===== src/rtl/sort_session_ctrl.sv =====
// Session sequencer: parses a length-framed request from RX, loads and starts the sorter,
// then streams the length byte and the sorted bytes back out on TX.
//
// state   | meaning
// IDLE    | waiting for a length byte
// LOAD    | writing data bytes into the sorter, idle-timeout armed
// START   | one-cycle sorter start pulse
// WAIT    | waiting for sort_done_i
// HDR     | sending the length byte back
// FETCH   | sorter read address settles, result captured on exit
// SEND    | sending one sorted byte
// ERR     | sending ERR_BYTE after a rejected frame
module sort_session_ctrl #(
  parameter int         MAX_LEN        = 16,
  parameter int         ADDR_W         = 4,
  parameter int         TIMEOUT_CYCLES = 1000000,
  parameter logic [7:0] ERR_BYTE       = 8'hEE
) (
  input  logic              clk_i,
  input  logic              rst_i,
  input  logic [7:0]        rx_data_i,
  input  logic              rx_valid_i,
  output logic              rx_ready_o,
  output logic [7:0]        tx_data_o,
  output logic              tx_valid_o,
  input  logic              tx_ready_i,
  output logic              sort_wr_en_o,
  output logic [ADDR_W-1:0] sort_wr_addr_o,
  output logic [7:0]        sort_wr_data_o,
  output logic [ADDR_W:0]   sort_len_o,
  output logic              sort_start_o,
  input  logic              sort_done_i,
  output logic [ADDR_W-1:0] sort_rd_addr_o,
  input  logic [7:0]        sort_rd_data_i,
  output logic              busy_o,
  output logic              err_o
);

  localparam int TO_W = (TIMEOUT_CYCLES > 2) ? $clog2(TIMEOUT_CYCLES) : 1;
  localparam logic [TO_W-1:0]   TO_LOAD   = TO_W'(TIMEOUT_CYCLES - 1);
  localparam logic [7:0]        MAX_LEN_B = 8'(MAX_LEN);
  localparam logic [ADDR_W:0]   LEN_ONE   = (ADDR_W+1)'(1);
  localparam logic [ADDR_W-1:0] IDX_ONE   = ADDR_W'(1);

  typedef enum logic [2:0] {
    S_IDLE, S_LOAD, S_START, S_WAIT, S_HDR, S_FETCH, S_SEND, S_ERR
  } state_t;

  state_t              state_q, state_d;
  logic [ADDR_W:0]     len_q, len_d;
  logic [ADDR_W-1:0]   wr_idx_q, wr_idx_d;
  logic [ADDR_W-1:0]   rd_idx_q, rd_idx_d;
  logic [TO_W-1:0]     to_cnt_q, to_cnt_d;
  logic [7:0]          tx_data_q, tx_data_d;
  logic                err_q, err_d;

  logic rx_fire, tx_fire, send_adv, wr_last, rd_last, len_ok;

  assign rx_ready_o     = (state_q == S_IDLE) || (state_q == S_LOAD);
  assign tx_valid_o     = (state_q == S_HDR) || (state_q == S_SEND) || (state_q == S_ERR);
  assign rx_fire        = rx_valid_i && rx_ready_o;
  assign tx_fire        = tx_valid_o && tx_ready_i;
  assign tx_data_o      = tx_data_q;
  assign busy_o         = (state_q != S_IDLE);
  assign err_o          = err_q;
  assign sort_len_o     = len_q;
  assign sort_start_o   = (state_q == S_START);
  assign sort_wr_en_o   = (state_q == S_LOAD) && rx_fire;
  assign sort_wr_addr_o = wr_idx_q;
  assign sort_wr_data_o = rx_data_i;

  // The next read address is presented during the transfer cycle so a registered-read
  // sorter has the byte ready by the end of FETCH.
  assign send_adv       = (state_q == S_SEND) && tx_fire;
  assign sort_rd_addr_o = rd_idx_q + ADDR_W'(send_adv);

  assign len_ok  = (rx_data_i != 8'd0) && (rx_data_i <= MAX_LEN_B);
  assign wr_last = (({1'b0, wr_idx_q} + LEN_ONE) == len_q);
  assign rd_last = ({1'b0, rd_idx_q} == (len_q - LEN_ONE));

  always_comb begin
    state_d   = state_q;
    len_d     = len_q;
    wr_idx_d  = wr_idx_q;
    rd_idx_d  = rd_idx_q;
    to_cnt_d  = to_cnt_q;
    tx_data_d = tx_data_q;
    err_d     = 1'b0;
    case (state_q)
      S_IDLE: begin
        if (rx_fire) begin
          if (len_ok) begin
            len_d    = rx_data_i[ADDR_W:0];
            wr_idx_d = '0;
            to_cnt_d = TO_LOAD;
            state_d  = S_LOAD;
          end else begin
            tx_data_d = ERR_BYTE;
            err_d     = 1'b1;
            state_d   = S_ERR;
          end
        end
      end
      S_LOAD: begin
        if (rx_fire) begin
          wr_idx_d = wr_idx_q + IDX_ONE;
          to_cnt_d = TO_LOAD;
          if (wr_last) state_d = S_START;
        end else if (to_cnt_q == '0) begin
          tx_data_d = ERR_BYTE;
          err_d     = 1'b1;
          state_d   = S_ERR;
        end else begin
          to_cnt_d = to_cnt_q - 1'b1;
        end
      end
      S_START: state_d = S_WAIT;
      S_WAIT: begin
        if (sort_done_i) begin
          tx_data_d = 8'(len_q);
          rd_idx_d  = '0;
          state_d   = S_HDR;
        end
      end
      S_HDR: begin
        if (tx_fire) begin
          rd_idx_d = '0;
          state_d  = S_FETCH;
        end
      end
      S_FETCH: begin
        tx_data_d = sort_rd_data_i;
        state_d   = S_SEND;
      end
      S_SEND: begin
        if (tx_fire) begin
          rd_idx_d = rd_idx_q + IDX_ONE;
          state_d  = rd_last ? S_IDLE : S_FETCH;
        end
      end
      S_ERR: begin
        if (tx_fire) state_d = S_IDLE;
      end
      default: state_d = S_IDLE;
    endcase
  end

  always_ff @(posedge clk_i) begin
    if (rst_i) begin
      state_q   <= S_IDLE;
      len_q     <= '0;
      wr_idx_q  <= '0;
      rd_idx_q  <= '0;
      to_cnt_q  <= '0;
      tx_data_q <= '0;
      err_q     <= 1'b0;
    end else begin
      state_q   <= state_d;
      len_q     <= len_d;
      wr_idx_q  <= wr_idx_d;
      rd_idx_q  <= rd_idx_d;
      to_cnt_q  <= to_cnt_d;
      tx_data_q <= tx_data_d;
      err_q     <= err_d;
    end
  end

endmodule

===== config.mk =====
export PLATFORM = sky130hd
export DESIGN_NAME = sort_session_ctrl
export DESIGN_NICKNAME = d
export VERILOG_FILES = /design/src/rtl/sort_session_ctrl.sv
export SDC_FILE = /design/constraint.sdc
export NUM_CORES = 1
export LEC_CHECK = 0
export BUFFER_PORTS_ARGS = -buffer_cell sky130_fd_sc_hd__buf_2
export CAP_MARGIN = 5
export CORE_AREA = 5 5 85 146
export CTS_CLUSTER_DIAMETER = 80
export CTS_CLUSTER_SIZE = 40
export DETAILED_ROUTE_END_ITERATION = 8
export DIE_AREA = 0 0 90 151
export SYNTH_ARGS = -nofsm -noshare
export SYNTH_HDL_FRONTEND = slang
export SYNTH_SLANG_ARGS = --single-unit

===== constraint.sdc =====
create_clock -name clk_i -period 2.9 [get_ports clk_i]
set_input_delay 0.29 -clock clk_i [delete_from_list [all_inputs] [get_ports clk_i]]
set_output_delay 0.29 -clock clk_i [all_outputs]
set_load 0.03 [all_outputs]

==> impl_metrics.xml, run 1 <==
<?xml version="1.0" encoding="UTF-8"?>
<metrics>
  <group name="route">
    <metric name="met2_wirelength" unit="mm">4.03</metric>
    <metric name="detail-route-antenna-nets" unit="">0</metric>
    <metric name="vias" unit="">2579</metric>
    <metric name="drt-met1-wl" unit="mm">2.84</metric>
    <metric name="routed-wl-met3" unit="um">295</metric>
    <metric name="via_per_inst" unit="">5.02</metric>
    <metric name="wl" unit="mm">7.34</metric>
    <metric name="initial_drc_count" unit="">98</metric>
    <metric name="drt-pass1-iter-count" unit="">4</metric>
    <metric name="routed.top_layer" unit="">met4</metric>
    <metric name="drc" unit="">0</metric>
    <metric name="route.detailed.wl_per_inst" unit="um">14.3</metric>
  </group>
  <group name="worst_setup_path">
    <metric name="worst_r2r_path_depth" unit="">6</metric>
    <metric name="worst_path_largest_cell_delay" unit="ns">0.53</metric>
    <metric name="crit-reg2reg-launch" unit="">state_q[0]$_SDFFE_PP0P_</metric>
    <metric name="worst_setup_path_end_kind" unit="">output port</metric>
    <metric name="required" unit="ns">2.61</metric>
    <metric name="critPathKind" unit="">register to output port</metric>
    <metric name="cp_num_buf_inv" unit="">3</metric>
    <metric name="cp_max_fo" unit="">11</metric>
    <metric name="setup.worst_path.start_class" unit="">register</metric>
    <metric name="cp_data_arrival_time" unit="ns">2.29</metric>
    <metric name="path_delay_family" unit="">buffers and inverters</metric>
    <metric name="crit_path_cell_trace" unit="">inv_1 &gt; nor2_1 &gt; nand3_1 &gt; inv_1 &gt; ha_1 &gt; ha_1 &gt; xor2_1 &gt; buf_2</metric>
    <metric name="rr_endpoint" unit="">to_cnt_q[9]$_SDFFE_PP0P_</metric>
    <metric name="slowest_stage" unit="">dfxtp_1</metric>
    <metric name="register_to_register_setup_slack" unit="ns">0.68</metric>
  </group>
  <group name="final_layout">
    <metric name="area_growth" unit="%">18.5</metric>
    <metric name="final.fill_count" unit="">1187</metric>
    <metric name="drive_above_1_share" unit="">0.225</metric>
    <metric name="antenna-diode-count" unit="">0</metric>
    <metric name="layout.nets" unit="">409</metric>
  </group>
  <group name="die">
    <metric name="die_width" unit="um">90</metric>
    <metric name="core" unit="um2">11000</metric>
    <metric name="core.rowCount" unit="">51</metric>
    <metric name="ios" unit="">56</metric>
    <metric name="die_area" unit="um2">13600</metric>
    <metric name="initial_utilization" unit="">0.246</metric>
    <metric name="floorplan.die.height" unit="um">151</metric>
  </group>
  <group name="placed_design">
    <metric name="buffer_ports.inserted" unit="">55</metric>
    <metric name="gpl.final_weighted_congestion" unit="">0.872</metric>
    <metric name="detailedPlacementHpwl" unit="mm">5.74</metric>
    <metric name="preCtsSetupSlack" unit="ns">0.607</metric>
  </group>
  <group name="global_routing">
    <metric name="track_usage" unit="">0.110</metric>
    <metric name="grt_antenna_before_repair" unit="">0</metric>
    <metric name="grt_first_pass_wirelength" unit="mm">12.4</metric>
    <metric name="largest_net_degree_at_the_start_of_global_routing" unit="">25</metric>
    <metric name="gr-total-overflow" unit="">0</metric>
    <metric name="first_global_vias" unit="">2494</metric>
  </group>
  <group name="sta">
    <metric name="fin_skew" unit="ns">0.00704</metric>
    <metric name="layout_worst_path_cycle_share" unit="">0.888</metric>
    <metric name="final.setup.tns" unit="ns">0</metric>
    <metric name="final-hold-violation-count" unit="">0</metric>
    <metric name="timing.final.setup_violations" unit="">0</metric>
    <metric name="setup_ws" unit="ns">0.325</metric>
    <metric name="setup_repair_after_global_routing_missed_its_margin" unit="">false</metric>
    <metric name="timing_max_transition_violations_final" unit="">0</metric>
    <metric name="max_slew.worst_pin.slew" unit="ns">0.623</metric>
    <metric name="fmaxAchievable" unit="MHz">388</metric>
    <metric name="final_critical_delay_including_setup_and_external_delays" unit="ns">2.58</metric>
    <metric name="worst_slew_margin_rel" unit="">0.584</metric>
  </group>
  <group name="logic_synthesis">
    <metric name="post_synth_edffs" unit="">0</metric>
    <metric name="ys.flop_type" unit="">dfxtp_1</metric>
    <metric name="synth_async_sr_flop_share" unit="">0</metric>
    <metric name="synth_warnings" unit="">0</metric>
    <metric name="share_of_synthesized_area_occupied_by_flip_flops_and_latches" unit="">0.332</metric>
    <metric name="postSynthCellCount" unit="">338</metric>
    <metric name="yosys.cell_types.count" unit="">56</metric>
    <metric name="ys_seq_elements" unit="">45</metric>
    <metric name="syn_area" unit="um2">2710</metric>
    <metric name="synth.net_count" unit="">366</metric>
    <metric name="synth_area_per_cell" unit="um2">8.02</metric>
  </group>
  <group name="clock_tree">
    <metric name="worst_path_clk_slew" unit="ns">0.07</metric>
    <metric name="clock-root-buffer" unit="">clkbuf_16</metric>
    <metric name="cts_hold_buf" unit="">0</metric>
    <metric name="clockBufferDepth" unit="">2</metric>
    <metric name="number_of_sinks_driven_by_the_clock_tree" unit="">45</metric>
    <metric name="post_cts_buffers" unit="">0</metric>
    <metric name="insertion_delay" unit="ns">0.29</metric>
    <metric name="cts_repair_resize_count" unit="">0</metric>
    <metric name="tritoncts.num_buffers" unit="">5</metric>
    <metric name="h_tree_levels" unit="">2</metric>
    <metric name="cts_tree" unit="">done</metric>
  </group>
  <group name="worst_hold_path">
    <metric name="min-delay-path-class" unit="">input pin to register</metric>
    <metric name="worstHoldPathCells" unit="">3</metric>
    <metric name="timing.hold.worst.start" unit="">rx_data_i[2]</metric>
    <metric name="min_delay_worst_endpoint" unit="">sort_len_o[2]$_SDFFE_PP0P_</metric>
  </group>
  <group name="power_and_ir_drop">
    <metric name="powerDensity" unit="nW/um2">1100</metric>
    <metric name="total_leakage_power" unit="nW">1.29</metric>
    <metric name="worst_vdd_rail_ir_drop" unit="uV">451</metric>
    <metric name="total_power" unit="W">0.00353</metric>
  </group>
  <group name="status">
    <metric name="run_status" unit="">complete, no violations</metric>
  </group>
  <group name="flow_run">
    <metric name="max-cap-violations" unit="">0</metric>
  </group>
</metrics>
power by group:
part	switching, W	leakage, nW	internal (W)
Clock	0.000257	0.0702	0.000321
Sequential	0.000228	0.368	0.000825
Combinational	0.00118	0.848	0.000727
logic make-up after synthesis:
family | share of synthesized area
simple gates | 0.263
compound gates | 0.221
flops | 0.332
buf+inv | 0.0674
xor+xnor | 0.0808
fa+ha+maj | 0.0323
mux | 0.00369
layer usage:
metal	global-route usage	vias up
met5	0	-
met2	0.208	56
li1	-	1289
met4	0.0432	0
met1	0.117	1220
met3	0.0239	14
metrics by stage:
step | util | hold WS, ns | area (um2) | cells
6_report | 0.291 | 0.270 | 3210 | 514
5_1_grt | 0.291 | 0.288 | 3210 | 514
4_1_cts | 0.291 | 0.266 | 3210 | 514
3_5_place_dp | 0.278 | 0.467 | 3070 | 506
3_3_place_gp | 0.278 | 0.462 | 3070 | 506
2_1_floorplan | - | 0.438 | 2710 | 338
cell usage in the layout (no fill, tap or decap), drive strengths merged, types with 3 or more instances in the layout:
cell	n
a211oi	5
a21oi	31
a311oi	7
a31oi	4
a32oi	3
and3	4
buf	63
clkbuf	5
dfxtp	45
ha	7
inv	11
nand2	20
nand2b	9
nand3	13
nand3b	4
nand4	3
nor2	47
nor2b	3
nor3	13
nor4	4
o2111ai	4
o211ai	5
o21ai	15
o22ai	3
o31ai	3
or2	3
or3	4
xnor2	8
xor2	17
cell type report:
| type | instances | area [um2] | area share |
|---|---|---|---|
| Multi-Input combinational cell | 256 | 1630 | 0.507 |
| Clock buffer | 5 | 125 | 0.0389 |
| Clock inverter | 3 | 21.3 | 0.00662 |
| Sequential cell | 45 | 901 | 0.280 |
| Timing Repair Buffer | 63 | 335 | 0.104 |
| Inverter | 10 | 37.5 | 0.0117 |
| Tap cell | 132 | 165 | 0.0514 |
flip-flops by register name (all words and copies together) (netlist names):
name and count:
tx_data_o 8, sort_wr_addr_o 4, state_q 3, sort_len_o 5
err_o 1, to_cnt_q 20, rd_idx_q 4
tightest hold or removal path, stage by stage:
cell and delay [ns]:
buf_2 0.11, nand3_1 0.06, a21oi_1 0.05
worst max path at each step:
stage / from / endpoint / slack [ns] / cells after the start
CTS: state_q[1]$_SDFFE_PP0P_ / sort_rd_addr_o[2] / 0.32 / 8
global placement: rx_data_i[0] / tx_data_o[5]$_SDFFE_PP0P_ / 0.68 / 8
floorplan: state_q[1]$_SDFFE_PP0P_ / tx_data_o[1]$_SDFFE_PP0P_ / 0.70 / 7
detailed placement: rx_data_i[0] / tx_data_o[2]$_SDFFE_PP0P_ / 0.61 / 8
global route: state_q[1]$_SDFFE_PP0P_ / sort_rd_addr_o[2] / 0.09 / 8
finish: state_q[1]$_SDFFE_PP0P_ / sort_rd_addr_o[2] / 0.32 / 8
cell usage after synthesis, drive strengths merged (5+ instances only):
library cell | number | area share
xor2 | 17 | 0.055
a311oi | 7 | 0.023
o211ai | 5 | 0.014
nand2 | 20 | 0.028
buf | 15 | 0.037
nor2 | 47 | 0.067
clkbuf | 12 | 0.017
dfxtp | 45 | 0.33
nand3 | 13 | 0.024
nor3 | 13 | 0.032
xnor2 | 8 | 0.026
inv | 10 | 0.014
a211oi | 5 | 0.022
ha | 7 | 0.032
a21oi | 31 | 0.061
o21ai | 15 | 0.028
nand2b | 9 | 0.021
(Power assumes the default switching activity.)
==> run 2, diff against run 1 <==
- CORE_AREA: 5 5 85 146 -> 5 5 60 101
- DIE_AREA: 0 0 90 151 -> 0 0 65 106
- GPL_TIMING_DRIVEN: unset -> 0
- PLACE_DENSITY: unset -> 0.78
==> impl_metrics.xml, run 2 (synthesis gave the netlist of run 1 again) <==
<?xml version="1.0" encoding="UTF-8"?>
<metrics>
  <group name="sta">
    <metric name="fmaxAchievable" unit="MHz">405</metric>
    <metric name="max_slew.worst_pin.slew" unit="ns">0.864</metric>
    <metric name="final-hold-violation-count" unit="">0</metric>
    <metric name="final_critical_delay_including_setup_and_external_delays" unit="ns">2.47</metric>
    <metric name="setup_repair_after_global_routing_missed_its_margin" unit="">false</metric>
    <metric name="fin_skew" unit="ns">0.0110</metric>
    <metric name="timing_max_transition_violations_final" unit="">0</metric>
    <metric name="worst_slew_margin_rel" unit="">0.419</metric>
    <metric name="holdWs" unit="ns">0.267</metric>
    <metric name="final.setup.tns" unit="ns">0</metric>
    <metric name="layout_worst_path_cycle_share" unit="">0.851</metric>
    <metric name="timing.final.setup_violations" unit="">0</metric>
  </group>
  <group name="clock_tree">
    <metric name="insertion_delay" unit="ns">0.30</metric>
    <metric name="number_of_sinks_driven_by_the_clock_tree" unit="">45</metric>
    <metric name="worst_path_clk_slew" unit="ns">0.09</metric>
    <metric name="clock-root-buffer" unit="">clkbuf_8</metric>
    <metric name="tritoncts.num_buffers" unit="">5</metric>
    <metric name="cts_hold_buf" unit="">0</metric>
    <metric name="cts_repair_resize_count" unit="">0</metric>
    <metric name="clockBufferDepth" unit="">2</metric>
    <metric name="post_cts_buffers" unit="">0</metric>
    <metric name="h_tree_levels" unit="">2</metric>
    <metric name="cts_tree" unit="">done</metric>
  </group>
  <group name="route">
    <metric name="via_per_inst" unit="">5.91</metric>
    <metric name="initial_drc_count" unit="">181</metric>
    <metric name="route.detailed.wl_per_inst" unit="um">15.4</metric>
    <metric name="wl" unit="mm">7.02</metric>
    <metric name="detail-route-antenna-nets" unit="">0</metric>
    <metric name="vias" unit="">2690</metric>
    <metric name="drt-pass1-iter-count" unit="">4</metric>
    <metric name="drc" unit="">0</metric>
  </group>
  <group name="status">
    <metric name="run_status" unit="">complete, no violations</metric>
  </group>
  <group name="global_routing">
    <metric name="gr-total-overflow" unit="">0</metric>
    <metric name="grt_antenna_before_repair" unit="">0</metric>
    <metric name="track_usage" unit="">0.211</metric>
    <metric name="largest_net_degree_at_the_start_of_global_routing" unit="">15</metric>
    <metric name="first_global_vias" unit="">2664</metric>
    <metric name="grt_first_pass_wirelength" unit="mm">11.7</metric>
  </group>
  <group name="worst_setup_path">
    <metric name="worstSetupStartpoint" unit="">state_q[1]$_SDFFE_PP0P_</metric>
    <metric name="worstSetupEndpoint" unit="">sort_rd_addr_o[2]</metric>
    <metric name="cp_max_fo" unit="">10</metric>
    <metric name="critPathKind" unit="">register to output port</metric>
    <metric name="register_to_register_setup_slack" unit="ns">0.75</metric>
    <metric name="setup.worst_path.start_class" unit="">register</metric>
    <metric name="worst_setup_path_end_kind" unit="">output port</metric>
    <metric name="rr_endpoint" unit="">to_cnt_q[10]$_SDFFE_PP0P_</metric>
    <metric name="required" unit="ns">2.61</metric>
    <metric name="worst_r2r_path_depth" unit="">7</metric>
    <metric name="crit-reg2reg-launch" unit="">to_cnt_q[0]$_SDFFE_PP0P_</metric>
    <metric name="cp_data_arrival_time" unit="ns">2.18</metric>
  </group>
  <group name="final_layout">
    <metric name="layout.nets" unit="">427</metric>
    <metric name="largest_register_ffs" unit="">20</metric>
    <metric name="non_filler_cells_final" unit="">455</metric>
    <metric name="area_growth" unit="%">16.9</metric>
    <metric name="most_common_cell_after_layout_fill_and_taps_aside" unit="">buf_2</metric>
    <metric name="layout.cell_area.non_filler" unit="um2">3170</metric>
    <metric name="mostFrequentLayoutCells" unit="">buf_2, nor2_1, dfxtp_1</metric>
    <metric name="antenna-diode-count" unit="">0</metric>
    <metric name="regMostFlops" unit="">to_cnt_q</metric>
    <metric name="drive_above_1_share" unit="">0.228</metric>
  </group>
  <group name="die">
    <metric name="core" unit="um2">5210</metric>
    <metric name="floorplan.die.height" unit="um">106</metric>
    <metric name="die_area" unit="um2">6890</metric>
    <metric name="ios" unit="">56</metric>
    <metric name="initial_utilization" unit="">0.520</metric>
    <metric name="die_width" unit="um">65</metric>
    <metric name="core.rowCount" unit="">35</metric>
  </group>
  <group name="placed_design">
    <metric name="gpl.final_weighted_congestion" unit="">0.894</metric>
    <metric name="detailed_place.area" unit="um2">3050</metric>
    <metric name="buffer_ports.inserted" unit="">54</metric>
    <metric name="dp.cells" unit="">447</metric>
    <metric name="detailedPlacementHpwl" unit="mm">5.49</metric>
  </group>
  <group name="power_and_ir_drop">
    <metric name="total_leakage_power" unit="nW">1.31</metric>
    <metric name="worst_vdd_rail_ir_drop" unit="uV">727</metric>
    <metric name="powerDensity" unit="nW/um2">1100</metric>
  </group>
  <group name="flow_run">
    <metric name="max-cap-violations" unit="">0</metric>
  </group>
  <group name="worst_hold_path">
    <metric name="worstHoldPathCells" unit="">3</metric>
    <metric name="min-delay-path-class" unit="">input pin to register</metric>
  </group>
</metrics>
-- run 2: cell types whose count changed in the layout (fill, tap and decap cells not counted), moves of 4 or more --
cell	delta
buf_2	+4
clkbuf_16	-5
clkbuf_1	+12
clkbuf_8	+6
-- run 2: worst min-delay path by stage --
stage | end | from | slack, ns
finish | sort_len_o[2]$_SDFFE_PP0P_ | rx_data_i[2] | 0.27
global route | sort_len_o[2]$_SDFFE_PP0P_ | rx_data_i[2] | 0.29
CTS | sort_len_o[2]$_SDFFE_PP0P_ | rx_data_i[2] | 0.27
detailed placement | tx_data_o[6]$_SDFFE_PP0P_ | tx_data_o[6]$_SDFFE_PP0P_ | 0.47
global placement | tx_data_o[7]$_SDFFE_PP0P_ | tx_data_o[7]$_SDFFE_PP0P_ | 0.47
floorplan | sort_len_o[0]$_SDFFE_PP0P_ | rx_data_i[0] | 0.44
-- run 2: routing by layer --
metal,GRT usage,vias to the layer above,wire (um)
met3,0.0370,15,261
met4,0.0847,0,142
met5,0,-,0
li1,-,1327,-
met2,0.424,61,4050
met1,0.199,1287,2570
-- run 2: worst max-delay path, stage by stage, from the launching register on --
cell	delay (ns)
dfxtp_1	0.33
buf_2	0.20
inv_1	0.15
nor2_1	0.24
nand3_1	0.16
inv_1	0.12
ha_1	0.17
ha_1	0.16
xor2_1	0.13
buf_2	0.21
-- run 2: report_power, final --
group	internal (W)	total [W]	switching [W]
sequential	0.000824	0.00101	0.000182
combinational	0.000737	0.00198	0.00124
clock	0.000280	0.000498	0.000217
total	0.00184	0.00348	0.00164
-- run 2: cell type report --
cell class              count  area (um2)
plain buffers              27         145
clock buffers               6        82.6
clock inverters             2        37.5
fillers                   510        2040
inverters                  10        37.5
multi-input cells         256        1630
flip-flops and latches     45         901
well taps                  55        68.8
repair buffers             54         270
-- run 2: stage by stage --
stage | power, W | worst slack [ns] | util
floorplan | 0.00253 | 0.702 | -
global placement | 0.00294 | 0.459 | 0.585
detailed placement | 0.00298 | 0.424 | 0.585
CTS | 0.00349 | 0.431 | 0.608
global route | 0.00375 | 0.210 | 0.608
finish | 0.00348 | 0.433 | 0.608
